$ cat src/rtl/i2c_mmio_bridge.sv
// CPU memory-mapped front end for the I2C transaction controller: queues CMD
// writes in a small FIFO, runs the NEWMSG/CLR_NM handshake and reports status.
module i2c_mmio_bridge #(
    parameter int unsigned FIFO_DEPTH = 4,
    parameter int unsigned CNT_W      = 3
) (
    input  logic        SYS_CLOCK,
    input  logic        RST,
    input  logic        SEL,
    input  logic [1:0]  REG_ADDR,
    input  logic        WR_EN,
    input  logic        RD_EN,
    input  logic [31:0] WR_DATA,
    output logic [31:0] RD_DATA,
    output logic [7:0]  MOSI,
    output logic [6:0]  SLAVE_ADDR,
    output logic        RW,
    output logic        NEWMSG,
    input  logic [7:0]  MISO,
    input  logic        CLR_NM,
    output logic        IRQ
);

    localparam int unsigned PTR_W   = (CNT_W > 1) ? CNT_W - 1 : 1;
    localparam int unsigned ENTRY_W = 16;

    typedef enum logic [1:0] {
        ST_IDLE,
        ST_WAIT_CLR,
        ST_WAIT_REL
    } state_e;

    state_e             state_q, state_d;
    logic [ENTRY_W-1:0] fifo_mem [FIFO_DEPTH];
    logic [PTR_W-1:0]   wr_ptr_q, wr_ptr_d;
    logic [PTR_W-1:0]   rd_ptr_q, rd_ptr_d;
    logic [CNT_W-1:0]   count_q, count_d;
    logic [7:0]         mosi_q, mosi_d;
    logic [6:0]         addr_q, addr_d;
    logic               rw_q, rw_d;
    logic               newmsg_q, newmsg_d;
    logic [7:0]         rxdata_q, rxdata_d;
    logic               rx_valid_q, rx_valid_d;
    logic               done_q, done_d;
    logic               ovf_q, ovf_d;
    logic               irq_en_q, irq_en_d;
    logic               irq_q, irq_d;
    logic [31:0]        rd_data_q, rd_data_d;

    logic               cmd_wr_c, status_wr_c, ctrl_wr_c, rd_c, rxdata_rd_c;
    logic               full_c, empty_c, push_c, pop_c, clr_evt_c;
    logic [ENTRY_W-1:0] head_c;
    logic               unused_c;

    assign unused_c = ^WR_DATA[31:16];

    // Bus decode and FIFO status
    always_comb begin
        cmd_wr_c    = SEL & WR_EN & (REG_ADDR == 2'd0);
        status_wr_c = SEL & WR_EN & (REG_ADDR == 2'd1);
        ctrl_wr_c   = SEL & WR_EN & (REG_ADDR == 2'd3);
        rd_c        = SEL & RD_EN;
        rxdata_rd_c = rd_c & (REG_ADDR == 2'd2);
        full_c      = (count_q == CNT_W'(FIFO_DEPTH));
        empty_c     = (count_q == '0);
        // Fullness is judged before the edge, so a same-cycle pop never rescues a push
        push_c      = cmd_wr_c & ~full_c;
        pop_c       = (state_q == ST_IDLE) & ~empty_c & ~CLR_NM;
        clr_evt_c   = (state_q == ST_WAIT_CLR) & CLR_NM;
        head_c      = fifo_mem[rd_ptr_q];
    end

    always_ff @(posedge SYS_CLOCK) begin
        if (push_c) begin
            fifo_mem[wr_ptr_q] <= WR_DATA[ENTRY_W-1:0];
        end
    end

    // Next-state, handshake outputs, flags and register reads
    always_comb begin
        state_d    = state_q;
        wr_ptr_d   = wr_ptr_q;
        rd_ptr_d   = rd_ptr_q;
        count_d    = count_q + CNT_W'(push_c) - CNT_W'(pop_c);
        mosi_d     = mosi_q;
        addr_d     = addr_q;
        rw_d       = rw_q;
        newmsg_d   = newmsg_q;
        rxdata_d   = rxdata_q;
        rx_valid_d = rx_valid_q;
        done_d     = done_q;
        ovf_d      = ovf_q;
        irq_en_d   = irq_en_q;
        rd_data_d  = '0;

        if (push_c) begin
            wr_ptr_d = wr_ptr_q + PTR_W'(1);
        end

        unique case (state_q)
            ST_IDLE: begin
                if (pop_c) begin
                    rd_ptr_d = rd_ptr_q + PTR_W'(1);
                    mosi_d   = head_c[7:0];
                    addr_d   = head_c[14:8];
                    rw_d     = head_c[15];
                    newmsg_d = 1'b1;
                    state_d  = ST_WAIT_CLR;
                end
            end
            ST_WAIT_CLR: begin
                if (CLR_NM) begin
                    newmsg_d = 1'b0;
                    state_d  = ST_WAIT_REL;
                end
            end
            ST_WAIT_REL: begin
                if (!CLR_NM) begin
                    state_d = ST_IDLE;
                end
            end
            default: state_d = ST_WAIT_REL;
        endcase

        // Clears first so that a coincident set wins
        if (status_wr_c) begin
            if (WR_DATA[1]) rx_valid_d = 1'b0;
            if (WR_DATA[4]) ovf_d      = 1'b0;
            if (WR_DATA[5]) done_d     = 1'b0;
        end
        if (rxdata_rd_c) begin
            rx_valid_d = 1'b0;
        end
        if (cmd_wr_c && full_c) begin
            ovf_d = 1'b1;
        end
        if (clr_evt_c) begin
            done_d = 1'b1;
            if (rw_q) begin
                rxdata_d   = MISO;
                rx_valid_d = 1'b1;
            end
        end
        if (ctrl_wr_c) begin
            irq_en_d = WR_DATA[0];
        end

        if (rd_c) begin
            unique case (REG_ADDR)
                2'd1: begin
                    rd_data_d[0]           = newmsg_q | ~empty_c;
                    rd_data_d[1]           = rx_valid_q;
                    rd_data_d[2]           = full_c;
                    rd_data_d[3]           = empty_c;
                    rd_data_d[4]           = ovf_q;
                    rd_data_d[5]           = done_q;
                    rd_data_d[8 +: CNT_W]  = count_q;
                end
                2'd2:    rd_data_d[7:0] = rxdata_q;
                2'd3:    rd_data_d[0]   = irq_en_q;
                default: rd_data_d      = '0;
            endcase
        end

        irq_d = irq_en_d & done_d;
    end

    // The downstream controller keeps its state across our reset, hence WAIT_REL
    always_ff @(posedge SYS_CLOCK) begin
        if (RST) begin
            state_q    <= ST_WAIT_REL;
            wr_ptr_q   <= '0;
            rd_ptr_q   <= '0;
            count_q    <= '0;
            mosi_q     <= '0;
            addr_q     <= '0;
            rw_q       <= 1'b0;
            newmsg_q   <= 1'b0;
            rxdata_q   <= '0;
            rx_valid_q <= 1'b0;
            done_q     <= 1'b0;
            ovf_q      <= 1'b0;
            irq_en_q   <= 1'b0;
            irq_q      <= 1'b0;
            rd_data_q  <= '0;
        end else begin
            state_q    <= state_d;
            wr_ptr_q   <= wr_ptr_d;
            rd_ptr_q   <= rd_ptr_d;
            count_q    <= count_d;
            mosi_q     <= mosi_d;
            addr_q     <= addr_d;
            rw_q       <= rw_d;
            newmsg_q   <= newmsg_d;
            rxdata_q   <= rxdata_d;
            rx_valid_q <= rx_valid_d;
            done_q     <= done_d;
            ovf_q      <= ovf_d;
            irq_en_q   <= irq_en_d;
            irq_q      <= irq_d;
            rd_data_q  <= rd_data_d;
        end
    end

    assign RD_DATA    = rd_data_q;
    assign MOSI       = mosi_q;
    assign SLAVE_ADDR = addr_q;
    assign RW         = rw_q;
    assign NEWMSG     = newmsg_q;
    assign IRQ        = irq_q;

endmodule

$ cat config.mk
export PLATFORM = sky130hd
export DESIGN_NAME = i2c_mmio_bridge
export DESIGN_NICKNAME = d
export VERILOG_FILES = /design/src/rtl/i2c_mmio_bridge.sv
export SDC_FILE = /design/constraint.sdc
export NUM_CORES = 1
export LEC_CHECK = 0
export CAP_MARGIN = 20
export CORE_MARGIN = 1.5
export CORE_UTILIZATION = 54
export DETAILED_ROUTE_END_ITERATION = 16
export GPL_ROUTABILITY_DRIVEN = 0
export PLACE_DENSITY = 0.81
export SYNTH_ARGS = -nofsm -noshare
export SYNTH_HDL_FRONTEND = slang
export SYNTH_SLANG_ARGS = --single-unit
$ cat constraint.sdc
create_clock -name SYS_CLOCK -period 4.3 [get_ports SYS_CLOCK]
set_input_delay 0.86 -clock SYS_CLOCK [delete_from_list [all_inputs] [get_ports SYS_CLOCK]]
set_output_delay 0.86 -clock SYS_CLOCK [all_outputs]
set_load 0.01 [all_outputs]
### Word-level counts from Yosys, hierarchy flattened

Memory sizes are Yosys's and may differ from the RTL's. A register that Yosys moved wholly into a read port is not among the register bits.
Index checks and enable logic that the tools add are counted.

| word-level totals | value |
|---|---|
| bits in registers | 55 |
| RAM bits | 64 |
| bits of input ports | 48 |
| output and inout bits | 50 |
| word-level logic and storage cells | 85 |
| memories kept | 1 |

Memories:

| name | words | bits a word | read ports | clocked after memory_dff | wr ports | line | text |
|---|---|---|---|---|---|---|---|
| fifo_mem | 4 | 16 | 1 | 1 | 1 | 34 | `logic [ENTRY_W-1:0] fifo_mem [FIFO_DEPTH];` |

| cells by class | value |
|---|---|
| $add $sub $neg | 4 |
| equality and inequality tests | 9 |
| muxes and demuxes | 23 |
| bitwise gates (word level) | 18 |
| reduce and logical (&&, ||, !) cells | 15 |

Operators with widths:

| kind | number |
|---|---|
| 1-bit 2-to-1 mux | 16 |
| 1-bit bitwise AND | 11 |
| 5-bit one-hot mux with 2 select lines | 1 |
| 2-bit equality test, second input constant | 3 |
| 2-bit 2-to-1 mux | 3 |
| 2-bit inequality test, second input constant | 3 |
| 1-bit NOT | 6 |
| 2-bit one-hot mux with 3 select lines | 1 |
| 2-bit AND reduction | 3 |
| 3-bit AND reduction | 2 |
| 2-bit nonzero test | 3 |
| 3-bit OR reduction | 2 |
| 2-bit by 1-bit adder with 2-bit output, second input constant | 2 |
| 2-bit by 1-bit equality test with 1-bit output, second input constant | 2 |
| 2-bit logical NOT | 2 |
| 3-bit by 1-bit adder with 3-bit output | 1 |
| 3-bit equality test, second input constant | 1 |
| 3-bit logical NOT | 1 |
| 1-bit one-hot mux with 3 select lines | 1 |
| 3-bit by 1-bit subtractor with 3-bit output | 1 |
| 1-bit one-hot mux with 2 select lines | 1 |
| 2-bit OR reduction | 1 |
| 1-bit logical AND | 1 |
| 1-bit OR | 1 |

### Logic depth before layout (Yosys ltp)

Gate-level depths: netlist of the first run.

| depth | value |
|---|---|
| depth in word-level cells | 6 |
| depth in mapped cells | 9 |
| gate-level depth less buffers | 9 |

### Worst setup path before layout of the first run

OpenSTA, ideal clock, no wires.

| path | value |
|---|---|
| path type | in2reg |
| start | input CLR_NM |
| end | register count_q[2] |
| setup time | 128 ps |
| arrival time | 2355 ps |
| required time | 4172 ps |
| setup slack | 1817 ps |
| cell stages on the path | 7 |
| buffers on the path | 1 |
| cell sequence | buf_2 > nor3_2 > nand2_1 > or2_2 > fa_1 > xnor2_1 > nor2_1 |

| between the ends | value |
|---|---|
| cells in the longest elaborated chain, start to end | 3 |

RTL lines:

| element | line | text |
|---|---|---|
| start, declared | 20 | `input logic CLR_NM,` |
| 1-bit NOT | 68 | `pop_c = (state_q == ST_IDLE) & ~empty_c & ~CLR_NM;` |
| 1-bit bitwise AND | 68 |  |
| 3-bit by 1-bit subtractor with 3-bit output | 84 | `count_d = count_q + CNT_W'(push_c) - CNT_W'(pop_c);` |
| end signal, assigned | 190 | `count_q <= count_d;` |
| end, declared | 37 | `logic [CNT_W-1:0] count_q, count_d;` |

Every way passes these cells.
A chain may end at the register's enable or synchronous reset.

### Final worst setup path of the first run

Same ends and word-level chain as after synthesis.

==> flow_summary.json, run 1 <==
{
  "outcome": "complete, no violations",
  "period_needed_ns": 2.62,
  "grt_start_max_net_pins": 33,
  "start_util": 0.553,
  "rows": 33,
  "multiInputGateArea_mm2": 0.00139,
  "dp_slack_ns": 1.19,
  "final_common_cell": "edfxtp_1",
  "ir_worst_vdd_uv": 378,
  "fin_crit_sh": 0.610,
  "p_seq_frac": 0.409,
  "end_kind": "flop",
  "clk_transition_reported_paths_ns": 0.05,
  "fin_cells": 518,
  "netlist_top_cells_area": "edfxtp_1, dfxtp_1, mux4_2",
  "nets": 458,
  "met1_usage": 0.267,
  "final_layout_size_suffix_gt1_frac": 0.136,
  "grt_pass1_vias": 3091,
  "fp.dieH_um": 94.5,
  "cp-start-kind": "primary input",
  "setup_viol": 0,
  "rsz0062_at_grt": "false",
  "crit_path_end": "count_q[2]",
  "ios": 98,
  "dieArea_mm2": 0.00892,
  "core_area_mm2": 0.00818,
  "hold_class": "flop to flop",
  "place_inst": 486,
  "nFillCells": 532,
  "gr-usage-met3": 0.0628,
  "h-tree-depth": 4,
  "worstSetupPathType": "primary input to flop",
  "r2r-end": "count_q[2]",
  "wl_per_cell_um": 17.8,
  "reg2reg_slack_ns": 1.83,
  "areaGrowthSynthToFinish_pct": 26.2,
  "synth-seq-area-share": 0.647,
  "yosysWarnings": 0,
  "grt_usage": 0.226,
  "skew_ns": 0.00858,
  "drt_iter0_drc": 167,
  "swShare": 0.239,
  "p_sw_mw": 0.707,
  "num_vias": 2920,
  "grt_first_pass_wirelength_mm": 14.9,
  "clk_path_buf_depth": 2,
  "cp.required_ns": 4.68,
  "reg2reg_depth": 6,
  "ctsHoldBuffers": 0,
  "cap_violations": 0,
  "critPathLaunch": "CLR_NM",
  "diodes": 0,
  "layout_common_cells": "edfxtp_1, clkdlybuf4s50_1, dfxtp_1",
  "grt_use_met2": 0.400,
  "ys_ff_latch": 114,
  "setup_ws_ns": 1.68,
  "insertion_delay_ns": 0.50,
  "chipWidth_um": 94.5,
  "max_freq_mhz": 381,
  "drt_pass1_iterations": 7,
  "cts.repair.resized": 0,
  "cts_buffers": 17,
  "ant_nets": 0,
  "p_clk_frac": 0.475,
  "slew_violations": 0,
  "yosysTopAreaCell": "edfxtp_1",
  "synth_top_area_share": 0.425,
  "p_int_mw": 2.26,
  "top_usage_layer": "met2",
  "slew_headroom": 0.371,
  "postCtsSetupBuffers": 0,
  "cp.arrival_ns": 3.00,
  "clock-sinks": 114,
  "ff_latch_area_mm2": 0.00292,
  "synthesis.area_mm2": 0.00452,
  "synth_cell_types": 37,
  "finalHoldViolCount": 0,
  "cts_tree": "done",
  "setup_tns_ns": 0,
  "worstReg2RegStart": "count_q[1]",
  "p_per_area_mw_per_mm2": 520,
  "port_buffers": 60,
  "antenna_found_initial": 0,
  "hpwl_mm": 5.76,
  "vias_per_cell": 5.64,
  "clockRootBuffer": "clkbuf_8",
  "worst_pin_slew_ns": 0.942,
  "routed_wirelength_mm": 9.23,
  "cp_max_fo": 18,
  "synthCells": 339,
  "drc_errors": 0,
  "p_comb_frac": 0.116,
  "leakage_nw": 1.97,
  "grt_remaining_overflow": 0,
  "synth_area_per_cell_um2": 13.3
}
-- sequential cells by signal, indices dropped and copies added, names as in the netlist --
signal,flops
wr_ptr_q,2
MOSI,8
IRQ,1
irq_en_q,1
NEWMSG,1
count_q,3
done_q,1
state_q,2
ovf_q,1
rd_ptr_q,2
fifo_mem,64
RW,1
RD_DATA,11
SLAVE_ADDR,7
rxdata_q,8
rx_valid_q,1
-- per-stage QoR --
step	hold slack (ns)	power, mW	area (um2)	util
after floorplan	0.432	1.45	4590	-
after global placement	0.439	1.56	5090	0.623
after detailed placement	0.450	1.57	5090	0.623
after CTS	0.458	2.97	5700	0.697
after global routing	0.475	3.06	5700	0.697
final	0.461	2.96	5700	0.697
-- per-layer routing --
layer / part of all wire / vias up
li1: - / 1329
met1: 0.40 / 1446
met2: 0.52 / 132
met3: 0.073 / 13
met4: 0.013 / 0
met5: 0 / -
-- worst max-delay path, cell delays in order --
cell and delay, ns:
clkdlybuf4s50_1 0.55, nor3_2 0.18, buf_4 0.28, nand2_1 0.15, or2_2 0.36, fa_1 0.41, xnor2_1 0.16, nor2_1 0.05
-- area by class of cell --
type,instances,share of cell area
Clock buffer,18,0.0733
Timing Repair Buffer,64,0.111
Sequential cell,114,0.513
Clock inverter,14,0.0331
Tap cell,105,0.0230
Multi-Input combinational cell,198,0.244
Inverter,5,0.00329
-- power by group through the flow --
| stage | Combinational, mW | Clock, mW | Sequential (mW) |
|---|---|---|---|
| finish | 0.342 | 1.41 | 1.21 |
| global route | 0.370 | 1.48 | 1.22 |
| CTS | 0.340 | 1.42 | 1.21 |
| detailed placement | 0.337 | 0 | 1.23 |
| global placement | 0.331 | 0 | 1.23 |
| floorplan | 0.223 | 0 | 1.23 |
-- kinds of logic (layout without fill, tap and decap cells) --
logic type                 after synthesis  after routing  synth area share
adders and majority gates               10             10            0.0294
DFF                                    114            114             0.647
muxes                                   18             18            0.0845
xor gates and xnor gates                 3              3           0.00582
AOI/OAI and AO/OA                       61             61            0.0728
buffers and inverters                   47            101            0.0620
and+or+nand+nor                         85             85            0.0978
other                                    1             21          0.000830
-- worst min path at each step --
stage	from	end	slack, ns	cells after the start
finish	rxdata_q[6]	rxdata_q[6]	0.46	2
global route	rxdata_q[4]	rxdata_q[4]	0.48	2
CTS	rxdata_q[4]	rxdata_q[4]	0.46	2
detailed placement	rxdata_q[4]	rxdata_q[4]	0.45	2
global placement	rxdata_q[7]	rxdata_q[7]	0.44	2
floorplan	rxdata_q[6]	rxdata_q[6]	0.43	2
-- synthesized netlist by cell type --
cell        n
a21oi_1    31
a22oi_1     7
a2bb2oi_1   1
and3_1     10
and3b_1     1
and4b_1     1
buf_2       4
buf_4      24
buf_6       1
clkbuf_1   12
clkbuf_2    1
conb_1      1
dfxtp_1    50
edfxtp_1   64
fa_1        1
ha_1        9
inv_1       5
mux2_2      1
mux2i_1     1
mux4_2     16
nand2_1    19
nand2b_1    1
nand3_1    23
nand4_1     3
nand4b_1    1
nor2_1     13
nor2b_1     3
nor3_1      1
nor3_2      2
nor3b_1     1
nor4_1      1
o21ai_0    21
o21bai_1    1
or2_2       1
or3_1       3
or3b_2      1
xnor2_1     3
Note: power is estimated with default switching activity, not from simulation.
==> run 2, diff against run 1 <==
--- a/config.mk
+++ b/config.mk
@@ -7,10 +7,10 @@
 export LEC_CHECK = 0
 export CAP_MARGIN = 20
 export CORE_MARGIN = 1.5
-export CORE_UTILIZATION = 54
+export CORE_UTILIZATION = 50
 export DETAILED_ROUTE_END_ITERATION = 16
 export GPL_ROUTABILITY_DRIVEN = 0
-export PLACE_DENSITY = 0.81
+export PLACE_DENSITY = 0.76
 export SYNTH_ARGS = -nofsm -noshare
 export SYNTH_HDL_FRONTEND = slang
 export SYNTH_SLANG_ARGS = --single-unit
==> constraint.sdc (replaced) <==
create_clock -name SYS_CLOCK -period 2.6 [get_ports SYS_CLOCK]
set_input_delay 0.52 -clock SYS_CLOCK [delete_from_list [all_inputs] [get_ports SYS_CLOCK]]
set_output_delay 0.52 -clock SYS_CLOCK [all_outputs]
set_load 0.01 [all_outputs]
==> run 2 against run 1 <==
  * Via count is 1.3% lower
  * Non-clock buffer count grew 12
  * Highest routed layer unchanged
  * Utilization down 2.8 points
  * Critical path type unchanged
  * Combinational power rose by 76%
  * Sequential power up 66%
  * Power increased by 66%
  * Count of clock-buffer cells in the layout decreased by 1
==> flow_summary.json, run 2 (synthesis gave the netlist of run 1 again) <==
{
  "worstSetupPathDepth": 9,
  "grt_first_pass_wirelength_mm": 15.0,
  "vias_per_cell": 5.41,
  "cpMostUsedCell": "nor2_1",
  "hpwl_mm": 5.84,
  "wl_per_cell_um": 17.5,
  "setup_viol": 0,
  "slew_violations": 0,
  "setup_ws_ns": 0.559,
  "areaGrowthSynthToFinish_pct": 29.1,
  "max_stage_delay_ns": 0.51,
  "reg2reg_depth": 7,
  "insertion_delay_ns": 0.52,
  "outcome": "complete, no violations",
  "port_buffers": 60,
  "final_common_cell": "edfxtp_1",
  "diodes": 0,
  "cp_max_fo": 3,
  "crit_family": "adder cells",
  "max_freq_mhz": 490,
  "hold_class": "flop to flop",
  "grt_remaining_overflow": 0,
  "grt_start_max_net_pins": 30,
  "cp-start-kind": "primary input",
  "drt_pass1_iterations": 4,
  "regMostFlops": "fifo_mem",
  "largest_register_ffs": 64,
  "clock-sinks": 114,
  "setup_tns_ns": 0,
  "crit_buf_inv": 2,
  "routed_wirelength_mm": 9.32,
  "rsz0062_at_grt": "false",
  "leakage_nw": 2.03,
  "start_util": 0.518,
  "period_needed_ns": 2.04,
  "fin_crit_sh": 0.785,
  "ios": 98,
  "nFillCells": 611,
  "clockRootBuffer": "clkbuf_8",
  "cts_tree": "done",
  "dp_slack_ns": 0.0384,
  "layout_common_cells": "edfxtp_1, clkdlybuf4s50_1, dfxtp_1",
  "final_layout_size_suffix_gt1_frac": 0.160,
  "cp.arrival_ns": 2.45,
  "core_area_mm2": 0.00872,
  "cts.repair.resized": 0,
  "worst_pin_slew_ns": 0.853,
  "clk_path_buf_depth": 2,
  "fp.dieH_um": 98.1,
  "cts_buffers": 17,
  "rows": 34,
  "drc_errors": 0,
  "path_cells": "clkdlybuf4s50_1, inv_1, ha_1, nand3_1, nor2_1, or2_2, fa_1, xnor2_1, nor2_1",
  "ir_worst_vdd_uv": 609,
  "postCtsSetupBuffers": 0,
  "grt_usage": 0.210,
  "chipWidth_um": 98.1,
  "ctsHoldBuffers": 0,
  "p_per_area_mw_per_mm2": 843,
  "dieArea_mm2": 0.00962,
  "h-tree-depth": 4,
  "hold_slack_ns": 0.455,
  "grt_pass1_vias": 2925,
  "nets": 470,
  "ant_nets": 0,
  "clk_transition_reported_paths_ns": 0.06,
  "skew_ns": 0.0102,
  "finalHoldViolCount": 0,
  "cp.required_ns": 3.01,
  "critPathSlowestCell": "clkdlybuf4s50_1",
  "antenna_found_initial": 0,
  "cap_violations": 0,
  "end_kind": "flop",
  "worstSetupPathType": "primary input to flop",
  "drt_iter0_drc": 155,
  "power_mw": 4.92,
  "num_vias": 2882,
  "slew_headroom": 0.431,
  "holdPathStages": 2
}
## run 2: area by class of cell
cell class	instances	area [um2]	area share
repair buffers	76	771	0.132
inverters	5	18.8	0.00322
multi-input cells	198	1390	0.238
clock buffers	17	414	0.0710
well taps	108	135	0.0232
flip-flops and latches	114	2920	0.501
clock inverters	15	183	0.0313
## run 2: worst paths after layout
| kind | endpoint | startpoint | slack, ns |
|---|---|---|---|
| worst max-delay path | count_q[2] | REG_ADDR[1] | 0.56 |
| worst min register to register | rxdata_q[6] | rxdata_q[6] | 0.46 |
| worst max register to register | count_q[2] | count_q[2] | 0.66 |
| worst min-delay path | rxdata_q[6] | rxdata_q[6] | 0.46 |
## run 2: routing by layer
metal / up-vias / wire, um / GRT usage
li1: 1358 / - / -
met1: 1401 / 3990 / 0.257
met2: 111 / 4610 / 0.347
met3: 12 / 585 / 0.0673
met4: 0 / 136 / 0.0802
met5: - / 0 / 0
## run 2: worst min-delay path, cell delays in order, from the launching register on
cell     delay [ns]
dfxtp_1        0.30
nand2_1        0.05
a21oi_1        0.05
## run 2: per-stage QoR
stage | std cells | util | cell area (um2)
floorplan | 359 | - | 4590
global placement | 501 | 0.601 | 5240
detailed placement | 501 | 0.601 | 5240
CTS | 533 | 0.669 | 5830
global route | 533 | 0.669 | 5830
finish | 533 | 0.669 | 5830
## run 2: power breakdown
group | leakage (nW) | total [mW] | internal (mW) | switching, mW
sequential | 0.980 | 2.01 | 1.96 | 0.0496
clock | 0.283 | 2.31 | 1.47 | 0.843
combinational | 0.770 | 0.601 | 0.258 | 0.343
